$ cat src/rtl/multicycle_ctrl.sv
// Multicycle control FSM for the RV32I-subset datapath (IF/ID/EX/MEM/WB).
// Holds the instruction register, presents the regfile addresses decoded from it
// and sequences ALU, data-memory, PC and regfile-write strobes state by state.
// Optional feature: define INSTRET_COUNTER_EN to add the retired-instruction
// counter output instret[31:0].
module multicycle_ctrl #(
  parameter int ADDR_WIDTH = 5,
  parameter int TIMEOUT    = 16
) (
  input  logic                  clk,
  input  logic                  rst,
  input  logic [31:0]           instr,
  input  logic                  instr_valid,
  input  logic                  dmem_ready,
  input  logic                  zero,
  output logic [2:0]            state,
  output logic                  loadInstr,
  output logic                  loadPC,
  output logic                  PCSrc,
  output logic [ADDR_WIDTH-1:0] readReg1,
  output logic [ADDR_WIDTH-1:0] readReg2,
  output logic [ADDR_WIDTH-1:0] writeReg,
  output logic                  write,
  output logic                  ALUSrc,
  output logic [3:0]            ALUCtrl,
  output logic                  memRead,
  output logic                  memWrite,
  output logic                  memToReg,
  output logic                  illegal
`ifdef INSTRET_COUNTER_EN
  ,
  output logic [31:0]           instret
`endif
);

  typedef enum logic [2:0] {
    S_IF  = 3'd0,
    S_ID  = 3'd1,
    S_EX  = 3'd2,
    S_MEM = 3'd3,
    S_WB  = 3'd4
  } state_e;

  localparam logic [6:0] OP_R    = 7'b0110011;
  localparam logic [6:0] OP_I    = 7'b0010011;
  localparam logic [6:0] OP_LW   = 7'b0000011;
  localparam logic [6:0] OP_SW   = 7'b0100011;
  localparam logic [6:0] OP_BEQ  = 7'b1100011;

  localparam logic [3:0] ALU_AND = 4'b0000;
  localparam logic [3:0] ALU_OR  = 4'b0001;
  localparam logic [3:0] ALU_ADD = 4'b0010;
  localparam logic [3:0] ALU_XOR = 4'b0101;
  localparam logic [3:0] ALU_SUB = 4'b0110;
  localparam logic [3:0] ALU_SLT = 4'b0111;
  localparam logic [3:0] ALU_SLL = 4'b1000;
  localparam logic [3:0] ALU_SRL = 4'b1001;
  localparam logic [3:0] ALU_SRA = 4'b1010;

  // Wait counter wide enough to hold TIMEOUT; stays 1 bit when waiting is unbounded.
  localparam int              CW       = $clog2(TIMEOUT + 2);
  localparam logic [CW-1:0]   CNT_LAST = CW'(TIMEOUT - 1);

  state_e        st;
  logic [31:0]   ir;
  logic [CW-1:0] cnt;
  logic          pc_upd;
  logic          beq_ex;
  logic          to_flag;

  logic [6:0]    opc;
  logic [2:0]    funct3;
  logic          f7b5;
  logic          is_r, is_i, is_lw, is_sw, is_beq, op_ok;
  logic          rd_nz;
  logic          wait_expired;
  logic [3:0]    alu_fn;

  // IR bits carrying immediates/funct7 upper bits are consumed by the datapath, not here.
  logic          unused_ir_bits;
  assign unused_ir_bits = ^{ir[31], ir[29:25]};

  assign opc    = ir[6:0];
  assign funct3 = ir[14:12];
  assign f7b5   = ir[30];

  assign is_r   = (opc == OP_R);
  assign is_i   = (opc == OP_I);
  assign is_lw  = (opc == OP_LW);
  assign is_sw  = (opc == OP_SW);
  assign is_beq = (opc == OP_BEQ);
  assign op_ok  = is_r | is_i | is_lw | is_sw | is_beq;

  assign readReg1 = ADDR_WIDTH'(ir[19:15]);
  assign readReg2 = ADDR_WIDTH'(ir[24:20]);
  assign writeReg = ADDR_WIDTH'(ir[11:7]);
  assign rd_nz    = (writeReg != '0);

  assign wait_expired = (TIMEOUT > 0) && (cnt == CNT_LAST);

  assign state     = st;
  assign loadInstr = rst && (st == S_IF) && instr_valid;
  assign PCSrc     = beq_ex && zero;
  assign loadPC    = pc_upd || ((st == S_MEM) && memWrite && dmem_ready);
  assign illegal   = to_flag || ((st == S_ID) && !op_ok);

  // ALU operation for R-type and I-ALU; funct7[5] only selects SUB (R) and SRA/SRAI.
  always_comb begin
    alu_fn = ALU_ADD;
    unique case (funct3)
      3'b000: alu_fn = (is_r && f7b5) ? ALU_SUB : ALU_ADD;
      3'b001: alu_fn = ALU_SLL;
      3'b010: alu_fn = ALU_SLT;
      3'b011: alu_fn = ALU_SLT;  // no unsigned compare on this ALU
      3'b100: alu_fn = ALU_XOR;
      3'b101: alu_fn = f7b5 ? ALU_SRA : ALU_SRL;
      3'b110: alu_fn = ALU_OR;
      3'b111: alu_fn = ALU_AND;
      default: alu_fn = ALU_ADD;
    endcase
  end

  // Sequencer: state, IR, wait counter and the state-decoded strobes, set on state entry.
  always_ff @(posedge clk or negedge rst) begin
    if (!rst) begin
      st       <= S_IF;
      ir       <= '0;
      cnt      <= '0;
      write    <= 1'b0;
      memToReg <= 1'b0;
      memRead  <= 1'b0;
      memWrite <= 1'b0;
      ALUSrc   <= 1'b0;
      ALUCtrl  <= '0;
      pc_upd   <= 1'b0;
      beq_ex   <= 1'b0;
      to_flag  <= 1'b0;
    end else begin
      cnt      <= '0;
      write    <= 1'b0;
      memToReg <= 1'b0;
      pc_upd   <= 1'b0;
      beq_ex   <= 1'b0;
      to_flag  <= 1'b0;
      unique case (st)
        S_IF: begin
          if (instr_valid) begin
            ir <= instr;
            st <= S_ID;
          end else if (wait_expired) begin
            to_flag <= 1'b1;
          end else begin
            cnt <= cnt + 1'b1;
          end
        end
        S_ID: begin
          if (op_ok) begin
            st      <= S_EX;
            ALUSrc  <= is_i | is_lw | is_sw;
            ALUCtrl <= (is_r | is_i) ? alu_fn : (is_beq ? ALU_SUB : ALU_ADD);
            pc_upd  <= is_beq;
            beq_ex  <= is_beq;
          end else begin
            st <= S_IF;
          end
        end
        S_EX: begin
          if (is_lw | is_sw) begin
            st       <= S_MEM;
            memRead  <= is_lw;
            memWrite <= is_sw;
          end else if (is_beq) begin
            st      <= S_IF;
            ALUSrc  <= 1'b0;
            ALUCtrl <= '0;
          end else begin
            st     <= S_WB;
            write  <= rd_nz;
            pc_upd <= 1'b1;
          end
        end
        S_MEM: begin
          // dmem_ready wins over an expiring wait in the same cycle.
          if (dmem_ready || wait_expired) begin
            memRead  <= 1'b0;
            memWrite <= 1'b0;
          end
          if (dmem_ready && is_lw) begin
            st       <= S_WB;
            write    <= rd_nz;
            memToReg <= 1'b1;
            pc_upd   <= 1'b1;
          end else if (dmem_ready || wait_expired) begin
            st      <= S_IF;
            ALUSrc  <= 1'b0;
            ALUCtrl <= '0;
            to_flag <= !dmem_ready;
          end else begin
            cnt <= cnt + 1'b1;
          end
        end
        S_WB: begin
          st      <= S_IF;
          ALUSrc  <= 1'b0;
          ALUCtrl <= '0;
        end
        default: st <= S_IF;
      endcase
    end
  end

`ifdef INSTRET_COUNTER_EN
  logic retire;
  assign retire = (st == S_WB) || beq_ex || ((st == S_MEM) && memWrite && dmem_ready);

  // Retired-instruction count; wraps naturally at 2^32.
  always_ff @(posedge clk or negedge rst) begin
    if (!rst) begin
      instret <= '0;
    end else if (retire) begin
      instret <= instret + 32'd1;
    end
  end
`endif

endmodule
$ cat config.mk
export PLATFORM = sky130hd
export DESIGN_NAME = multicycle_ctrl
export DESIGN_NICKNAME = d
export VERILOG_FILES = /design/src/rtl/multicycle_ctrl.sv
export SDC_FILE = /design/constraint.sdc
export NUM_CORES = 1
export LEC_CHECK = 0
export CAP_MARGIN = 20
export CORE_ASPECT_RATIO = 1.4
export CORE_UTILIZATION = 40
export DETAILED_ROUTE_END_ITERATION = 6
export HOLD_SLACK_MARGIN = 0.03
export PLACE_DENSITY_LB_ADDON = 0.25
export SKIP_LAST_GASP = 1
export SLEW_MARGIN = 20
export SYNTH_ARGS = -nofsm -noshare
export SYNTH_HDL_FRONTEND = slang
export SYNTH_SLANG_ARGS = --single-unit
$ cat constraint.sdc
create_clock -name clk -period 2.08 [get_ports clk]
set_input_delay 0.416 -clock clk [delete_from_list [all_inputs] [get_ports clk]]
set_output_delay 0.416 -clock clk [all_outputs]
set_load 0.01 [all_outputs]
### After elaboration in Yosys (flattened, before gate mapping)

Index checks and enable logic that the tools add are counted.

* equality and inequality tests: 25
* multiplexer cells: 49
* reduce and logical (&&, ||, !) cells: 23
* bitwise operators: 7
* $add $sub $neg: 1

Operators with widths (count)
* $pmux W4 S7: 1
* $mux W4: 6
* $mux W3: 7
* $mux W1: 20
* $mux W5: 4
* $pmux W4 S4: 1
* $eq A3 B3 Y1 const B: 5
* $eq A7 B6 Y1 const B: 2
* $eq A3 B2 Y1 const B: 4
* $ne A2 B2 Y1 const B: 6
* $pmux W3 S4: 1
* $pmux W5 S2: 1
* $logic_and A1 B1 Y1: 8
* $pmux W1 S2: 4
* $eq A7 B2 Y1 const B: 1
* $eq A7 B5 Y1 const B: 1
* $eq A7 B7 Y1 const B: 1
* $or A1 B1 Y1: 7
* $eq A3 B1 Y1 const B: 2
* $logic_not A3 Y1: 2
* $reduce_and A6 Y1: 1
* $add A5 B1 Y5 const B: 1
* $eq A5 B4 Y1 const B: 1
* $reduce_bool A5 Y1: 1
* other kinds (12): 17

* output and inout port bits: 31
* logic and storage cells: 117
* register bits: 51
* input bits: 37

### Longest topological paths before layout

Gate-level depths: netlist (run 1).

* word-level depth: 8
* gate-level depth with buffers: 7
* gate-level depth less buffers: 7

### Worst setup path after synthesis (run 1)

No wires, ideal clock.

* kind: reg-to-reg
* start point: register cnt[0]
* end point: register ALUCtrl[1]
* stages on the path, launching flop included: 8
* arrival time: 1.934 ns
* clock period less this slack: 2.000 ns
* path buffers: 0
* data required time: 2.014 ns
* library setup time: 0.066 ns
* slack: 0.080 ns
* cells stage by stage: dfrtp_1 > ha_1 > and3_1 > ha_1 > or3b_4 > a311oi_2 > o2bb2ai_2 > a22o_1

* cells in the longest elaborated chain, start to end: 4

RTL lines
* from (decl): RTL line 66 `logic [CW-1:0] cnt;`
* from (signal assigned): RTL line 153 `cnt <= cnt + 1'b1;`
* from (signal assigned): RTL line 199 `cnt <= cnt + 1'b1;`
* $eq A5 B4 Y1: RTL line 99 `assign wait_expired = (TIMEOUT > 0) && (cnt == CNT_LAST);`
* $logic_or A1 B1 Y1: RTL line 193 `end else if (dmem_ready || wait_expired) begin`
* $ne A2 B1 Y1 (no line)
* $reduce_and A6 Y1 (no line)
* to (signal assigned): RTL line 160 `ALUCtrl <= (is_r | is_i) ? alu_fn : (is_beq ? ALU_SUB : ALU_ADD);`
* to (decl): RTL line 25 `output logic [3:0] ALUCtrl,`

Every way passes these cells.
A chain may end at the register's enable or synchronous reset.

### Final worst setup path (run 1)

* start point: register cnt[1]
* end point: register ALUCtrl[1]

Same word-level chain as after synthesis.

==> results.md, run 1 <==
- **final worst slack** 0.03082 ns
- **total count of max-transition violations in the final report** 0
- **maximum cell stage delay along the critical path** 0.40 ns
- **LEAKAGE** 1.330 nW
- **pin count of the biggest net entering global routing** 47
- **overall routing resource usage** 16.86%
- **global-route wire length before repair** 7.631 mm
- **wire length per cell after detailed routing** 13.56 um
- **Final min period** 2.049 ns
- **die area** 0.005958 sq mm
- **Die H** 90.93 um
- **share of synthesized registers carrying an async set or reset** 100.0%
- **final instance count without filler cells** 335
- **RePlAce Congestion** 0.8307
- **critical path start-end classification** reg -> reg
- **startpoint class of the critical path** flop
- **overall power consumption** 2.496 mW
- **sort of element at the end of the critical path** flop
- **post-synthesis cell type count** 47
- **CP delay by family, top** compound AO/OA/AOI/OAI gates
- **area of the core** 0.005485 sq mm
- **Initial Util** 41.20%
- **clock network latency to the later pin of the worst-skew pair** 0.29 ns
- **RSZ-0062 raised after global routing** true
- **data arrival time of the worst path** 2.29 ns
- **Buf/Inv on CP** 0
- **drt first pass iters** 4
- **detailed placement HPWL** 3.360 mm
- **outcome** complete, no violations
- **post-synthesis instance total** 196
- **Max-slew headroom** 62.03%
- **via count of the first global-routing pass** 1,659
- **post-placement cell count** 321
- **global route total overflow** 0
- **commonest cells after routing, fill and taps aside** clkdlybuf4s50_1, dfrtp_1, mux2_2
- **Max rail drop VDD** 0.4344 mV
- **class of the tightest hold or removal check** in -> async
- **tightest hold margin** 0.2567 ns
- **number of endpoints failing setup at the final stage** 0
- **area overhead of the layout relative to synthesis** 37.87%
- **critical path data required time** 2.32 ns
- **standard-cell row count** 32
- **number of port buffers** 61
- **Post-Route Skew** 0.003564 ns
- **number of enable flip-flop cells after synthesis** 0
- **clock transition at the registers of the reported paths** 0.08 ns
- **Routed Antenna Nets** 0
- **# nets final** 307
- **Diodes inserted** 0
- **transition at the pin with the smallest max-transition slack** 0.5695 ns
- **share of cells above drive strength 1** 28.09%
- **commonest register cell after synthesis** dfrtp_1
- **number of CTS-inserted buffers** 5
- **initial antenna violation count** 0
- **peak fanout along the critical path** 5
- **worst setup slack before clock tree synthesis** -0.1911 ns
- **most common cell after layout, fill and taps aside** clkdlybuf4s50_1
- **Avg Cell Area, Syn** 11.53 sq um
- **maximum level of the CTS H-tree** 2
- **routed vias/inst** 4.994
- **DRC violations left** 0
- **slowest cell on the critical path** or3b_4
- **chip width** 65.52 um
- **number of storage elements in the synthesis netlist** 46
- **Final period util** 98.52%
- **sequential cell area fraction in the yosys report** 50.94%
- **count of maximum capacitance violations** 0
- **clock tree from TritonCTS** built
- **Max Freq** 488.0 MHz
- **utilization of the core after routing** 56.80%
- **number of I/O pins** 68
- **post-synthesis cell area** 0.002260 sq mm
- **cell breakdown of the critical path** ha_2 -> and3_4 -> ha_4 -> or3b_4 -> a311oi_2 -> o2bb2ai_2 -> a22o_1
- **nets in the synthesized netlist** 236
- **Final Hold Fails** 0
- **final wirelength** 4.541 mm
- **synth warn** 0
- **1st-iter DRT viols** 59
- **clock net sink count** 46
- **total via count in the routed design** 1,673
- **P per Cell Area** 801.3 mW/mm^2
- **CTS Root Buffer Type** clkbuf_8
- **Clock Tree Buf Depth** 2
## Yosys cell counts (all sizes together) (3+ instances only)
library cell	count	share of area [%]
o2bb2ai	3	1.4
a22o	3	1.2
nor2	13	2.5
clkbuf	3	0.50
inv	7	1.2
or2	3	0.83
ha	3	1.7
a21oi	6	1.3
nand2	8	1.3
and2	4	1.1
mux2	27	13
buf	20	6.6
o21bai	3	1.0
nand2b	9	2.5
dfrtp	46	51
o21ai	7	1.6
## what timing repair did
action                                  in CTS  in global routing
resized for setup                            8                  4
endpoints found under the setup margin       8                  7
pin swaps                                    3                  7
buffers inserted                             4                  3
hold buffers                                 0                  0
## final cells by class
type	count	area, sq um
multi-input combinational	120	944.7
clock inverter	1	30.03
tap	68	85.08
fill	467	2370
sequential	46	1154
timing repair buffer	87	793.3
inverter	7	26.28
clock buffer	6	82.58
## per-layer routing
layer / vias to the layer above / wire length [um] / share of wire [%] / GRT usage [%]
met3: 10 / 199 / 4.4 / 4.020
met4: 0 / 141 / 3.1 / 8.152
met5: - / 0 / 0 / 0
li1: 809 / - / - / -
met1: 815 / 1855 / 41 / 19.54
met2: 39 / 2345 / 52 / 28.44
## cell families (layout without fill, tap and decap cells)
logic type / Yosys count / count (layout) / synth area share (%)
buffers and inverters: 30 / 101 / 8.306
xor gates and xnor gates: 2 / 2 / 0.7753
AOI/OAI and AO/OA: 36 / 36 / 11.63
muxes: 27 / 27 / 13.46
adders and majority gates: 3 / 3 / 1.661
DFF: 46 / 46 / 50.94
and+or+nand+nor: 52 / 52 / 13.23
## metrics by stage
stage | setup TNS (ns) | cell area (sq um)
floorplan | 0 | 2260
global placement | -0.4278 | 2932
detailed placement | -0.5153 | 2932
CTS | 0 | 3082
global route | -0.05810 | 3115
finish | 0 | 3115
## state kept, by name, indices dropped and copies added (netlist names)
signal / cells
to_flag: 1
beq_ex: 1
cnt: 5
ALUSrc: 1
memWrite: 1
state: 3
ir: 26
write: 1
memToReg: 1
memRead: 1
ALUCtrl: 4
pc_upd: 1
## path summary, 6_finish.rpt
path                       startpoint          to  slack (ns)  cells past startpoint
max                            cnt[1]  ALUCtrl[1]        0.03                      7
min                               rst      pc_upd        0.26                      2
max reg2reg                    cnt[1]  ALUCtrl[1]        0.03                      7
min reg2reg                ALUCtrl[3]  ALUCtrl[3]        0.50                      1
max in group asynchronous         rst    state[0]        1.40                      2
min in group clk           ALUCtrl[3]  ALUCtrl[3]        0.50                      1
## where the power goes
part | leakage, nW | internal [mW] | switching (mW)
registers | 0.566 | 1.02 | 0.0873
clock network | 0.0573 | 0.384 | 0.284
logic | 0.707 | 0.427 | 0.290
(Power assumes the default switching activity.)
==> inputs of run 2 (changes only) <==
- CORE_MARGIN: not set -> 10
- clock period: 2.08 -> 2.2 ns (I/O delays scaled with it)
==> results.md, run 2 (synthesized netlist as in run 1, its figures left out) <==
- **outcome** complete, no violations
- **clock transition at the registers of the reported paths** 0.08 ns
- **global route total overflow** 0
- **P per Cell Area** 746.5 mW/mm^2
- **fill cell instance count of the final layout** 504
- **routed vias/inst** 4.985
- **maximum level of the CTS H-tree** 2
- **critical path data required time** 2.44 ns
- **share of cells above drive strength 1** 23.83%
- **Largest regs** ir: 26 flops, cnt: 5 flops, ALUCtrl: 4 flops
- **Initial Util** 41.20%
- **worst setup slack before clock tree synthesis** -0.1162 ns
- **# nets final** 295
- **transition at the pin with the smallest max-transition slack** 0.5660 ns
- **tightest hold margin** 0.2377 ns
- **LEAKAGE** 1.277 nW
- **sort of element at the end of the critical path** flop
- **most common cell after layout, fill and taps aside** clkdlybuf4s50_1
- **data arrival time of the worst path** 2.30 ns
- **FF-to-FF Start** cnt[0]
- **cell depth of the worst flop-to-flop path** 7
- **Diodes inserted** 0
- **number of I/O pins** 68
- **number of endpoints failing setup at the final stage** 0
- **detailed placement HPWL** 3.876 mm
- **top register by number of flip-flops** ir
- **Routed Antenna Nets** 0
- **Max rail drop VDD** 0.4431 mV
- **Max Freq** 485.5 MHz
- **Final Hold Fails** 0
- **final instance count without filler cells** 324
- **CTS Root Buffer Type** clkbuf_8
- **Post-Route Skew** 0.007653 ns
- **pin count of the biggest net entering global routing** 47
- **RePlAce Congestion** 0.8484
- **critical path start-end classification** reg -> reg
- **number of port buffers** 61
- **area of the core** 0.005485 sq mm
- **final wirelength** 5.004 mm
- **clock network latency to the later pin of the worst-skew pair** 0.30 ns
- **worst-case register-to-register setup slack** 0.14 ns
- **total count of max-transition violations in the final report** 0
- **Final min period** 2.060 ns
- **chip width** 83.52 um
- **utilization of the core after routing** 54.61%
- **multi-input combinational cell area** 928.4 sq um
- **post-CTS setup-driven buffer insertion count** 0
- **RSZ-0062 raised after global routing** false
- **initial antenna violation count** 0
- **clock net sink count** 46
- **total via count in the routed design** 1,615
- **number of CTS-inserted buffers** 5
- **via count of the first global-routing pass** 1,705
- **Max-slew headroom** 62.27%
- **drt first pass iters** 4
- **post-placement cell count** 316
- **standard-cell row count** 32
- **Final period util** 93.62%
- **number of flip-flops in the largest register** 26
- **wire length per cell after detailed routing** 15.44 um
- **final worst slack** 0.1403 ns
- **Clock Tree Buf Depth** 2
- **overall routing resource usage** 11.03%
- **commonest cells after routing, fill and taps aside** clkdlybuf4s50_1, dfrtp_1, mux2_2
- **area overhead of the layout relative to synthesis** 32.56%
- **die area** 0.009098 sq mm
- **class of the tightest hold or removal check** in -> async
- **endpoint of the worst register-to-register path** ALUCtrl[2]
- **startpoint class of the critical path** flop
- **Die H** 108.9 um
- **overall power consumption** 2.236 mW
- **clock tree from TritonCTS** built
- **1st-iter DRT viols** 95
- **peak fanout along the critical path** 5
- **DRC violations left** 0
- **register area** 0.001154 sq mm
- **count of maximum capacitance violations** 0
- **global-route wire length before repair** 8.204 mm
-- run 2: power by group --
group / internal [mW] / switching (mW) / total, mW
registers: 0.967 / 0.0842 / 1.05
clock network: 0.254 / 0.272 / 0.526
logic: 0.386 / 0.272 / 0.659
-- run 2: cell type report --
| type | instances | area share (%) |
|---|---|---|
| inverters | 7 | 0.8772 |
| flip-flops and latches | 46 | 38.51 |
| multi-input cells | 120 | 30.99 |
| repair buffers | 75 | 23.73 |
| clock buffers | 7 | 2.882 |
| clock inverters | 1 | 0.1671 |
| well taps | 68 | 2.840 |
-- run 2: worst max path at each step --
stage / startpoint / endpoint / slack, ns / cells past startpoint
after floorplan: cnt[0] / ALUCtrl[1] / 0.20 / 7
after global placement: instr_valid / loadInstr / -0.12 / 5
after detailed placement: instr_valid / loadInstr / -0.12 / 5
after CTS: state[0] / loadPC / 0.01 / 4
after global routing: cnt[0] / ALUSrc / 0.03 / 7
final: cnt[0] / ALUCtrl[2] / 0.14 / 7
-- run 2: repair_timing --
item,CTS,global route
cloned,0,0
hold buffers,0,0
setup endpoints to repair,2,6
resized for setup,3,5
pin swaps,0,3
-- run 2: metal layers --
layer,track usage [%],wire (um),vias up
met1,11.65,1991,784
met4,4.676,74,0
li1,-,-,786
met5,0,0,-
met3,3.582,312,4
met2,19.86,2626,41
-- run 2: stage by stage --
stage | instance area (sq um) | setup TNS (ns)
after floorplan | 2260 | 0
after global placement | 2894 | -0.1167
after detailed placement | 2894 | -0.1162
after CTS | 2985 | 0
after global routing | 2995 | 0
final | 2995 | 0
-- run 2: critical path, cell delays in order (launching register included) --
cell,delay (ns)
dfrtp_1,0.40
ha_2,0.20
and3_1,0.19
ha_2,0.18
or3b_4,0.43
a311oi_2,0.24
o2bb2ai_2,0.19
a22o_1,0.18
==> inputs of run 3 (changes only) <==
- SKIP_CTS_REPAIR_TIMING: not set -> 1
==> results.md, run 3 (synthesized netlist as in run 1, its figures left out) <==
- **Die H** 108.9 um
- **peak fanout along the critical path** 3
- **overall power consumption** 2.238 mW
- **number of flip-flops in the largest register** 26
- **global route total overflow** 0
- **fill cell instance count of the final layout** 502
- **Clock Tree Buf Depth** 2
- **critical path data required time** 1.76 ns
- **maximum level of the CTS H-tree** 2
- **standard-cell row count** 32
- **global-route wire length before repair** 8.197 mm
- **data arrival time of the worst path** 1.86 ns
- **Routed Antenna Nets** 0
- **Final period util** 104.4%
- **wire length per cell after detailed routing** 15.45 um
- **Final min period** 2.297 ns
- **total count of max-transition violations in the final report** 0
- **clock transition at the registers of the reported paths** 0.08 ns
- **initial antenna violation count** 0
- **number of CTS-inserted buffers** 5
- **drt first pass iters** 4
- **LEAKAGE** 1.283 nW
- **RSZ-0062 raised after global routing** true
- **routed vias/inst** 4.985
- **count of maximum capacitance violations** 0
- **transition at the pin with the smallest max-transition slack** 0.5660 ns
- **1st-iter DRT viols** 95
- **share of cells above drive strength 1** 23.83%
- **final wirelength** 5.005 mm
- **Max-slew headroom** 62.27%
- **number of port buffers** 61
- **# nets final** 295
- **tightest hold margin** 0.2377 ns
- **clock group share of total power** 23.5%
- **Initial Util** 41.20%
- **clock network latency to the later pin of the worst-skew pair** 0.30 ns
- **part of the power in combinational logic** 29.5%
- **DRC violations left** 0
- **commonest cells after routing, fill and taps aside** clkdlybuf4s50_1, dfrtp_1, mux2_2
- **failing checks** setup timing
- **Max Freq** 435.4 MHz
- **worst-case register-to-register setup slack** 0.14 ns
- **final worst slack** -0.09656 ns
- **Final Hold Fails** 0
- **Post-Route Skew** 0.007653 ns
- **class of the tightest hold or removal check** in -> async
- **overall routing resource usage** 11.03%
- **top register by number of flip-flops** ir
- **die area** 0.009098 sq mm
- **CTS Root Buffer Type** clkbuf_8
- **most common cell after layout, fill and taps aside** clkdlybuf4s50_1
- **via count of the first global-routing pass** 1,695
- **number of endpoints failing setup at the final stage** 1
- **area of the core** 0.005485 sq mm
- **total via count in the routed design** 1,615
- **utilization of the core after routing** 54.70%
- **Diodes inserted** 0
- **switching power of the nets** 0.6292 mW
- **sequential group share of total power** 47.0%
- **outcome** finished with violations
- **Switching Fraction** 28.11%
- **cell internal power dissipation** 1.609 mW
- **chip width** 83.52 um
- **register area** 0.001154 sq mm
- **Max rail drop VDD** 0.4431 mV
- **pin count of the biggest net entering global routing** 47
- **critical path start-end classification** in -> out
- **detailed placement HPWL** 3.876 mm
- **number of I/O pins** 68
- **clock tree from TritonCTS** built
- **area overhead of the layout relative to synthesis** 32.78%
- **worst setup slack before clock tree synthesis** -0.1162 ns
- **Largest regs** ir: 26 flops, cnt: 5 flops, ALUCtrl: 4 flops
- **multi-input combinational cell area** 928.4 sq um
- **RePlAce Congestion** 0.8484
- **sort of element at the end of the critical path** output port
- **clock net sink count** 46
- **P per Cell Area** 746.0 mW/mm^2
- **startpoint class of the critical path** primary input
[run 3: power by group through the flow]
stage | logic [mW] | clock network, mW | registers [mW]
final | 0.661 | 0.526 | 1.05
after CTS | 0.673 | 0.547 | 1.05
after floorplan | 0.437 | 0 | 1.05
after global routing | 0.725 | 0.576 | 1.07
after detailed placement | 0.670 | 0 | 1.07
after global placement | 0.662 | 0 | 1.06
[run 3: area by class of cell]
type                            instances  share of cell area (%)
Clock inverter                          1                  0.1668
Inverter                                7                  0.8757
Multi-Input combinational cell        120                   30.94
Timing Repair Buffer                   75                   23.85
Tap cell                               68                   2.836
Sequential cell                        46                   38.45
Clock buffer                            7                   2.877
[run 3: layer usage]
metal | part of all wire (%) | up-vias | routed length (um) | track usage, %
met5 | 0 | - | 0 | 0
met4 | 1.5 | 0 | 74 | 4.676
met3 | 6.1 | 4 | 304 | 3.507
met2 | 52 | 41 | 2626 | 19.86
met1 | 40 | 784 | 1999 | 11.69
li1 | - | 786 | - | -
[run 3: worst paths after layout]
path	startpoint	to	cells past startpoint
setup / recovery	instr_valid	loadInstr	5
hold / removal	rst	ir[12]	2
setup reg to reg	cnt[0]	ALUCtrl[2]	7
hold reg to reg	cnt[0]	cnt[0]	1
max in group asynchronous	rst	state[0]	2
min in group clk	cnt[0]	cnt[0]	1
[run 3: metrics by stage]
step / instance area (sq um) / cells / TNS, ns
detailed placement: 2894 / 316 / -0.1162
global placement: 2894 / 316 / -0.1167
global route: 3000 / 324 / -0.1623
floorplan: 2260 / 196 / 0
CTS: 2985 / 324 / -0.1984
finish: 3000 / 324 / -0.09656
[run 3: critical path, stage by stage]
cell and delay (ns):
clkdlybuf4s50_1 0.52, nand2_1 0.12, nor2_4 0.11, and2_1 0.13
clkdlybuf4s50_1 0.54
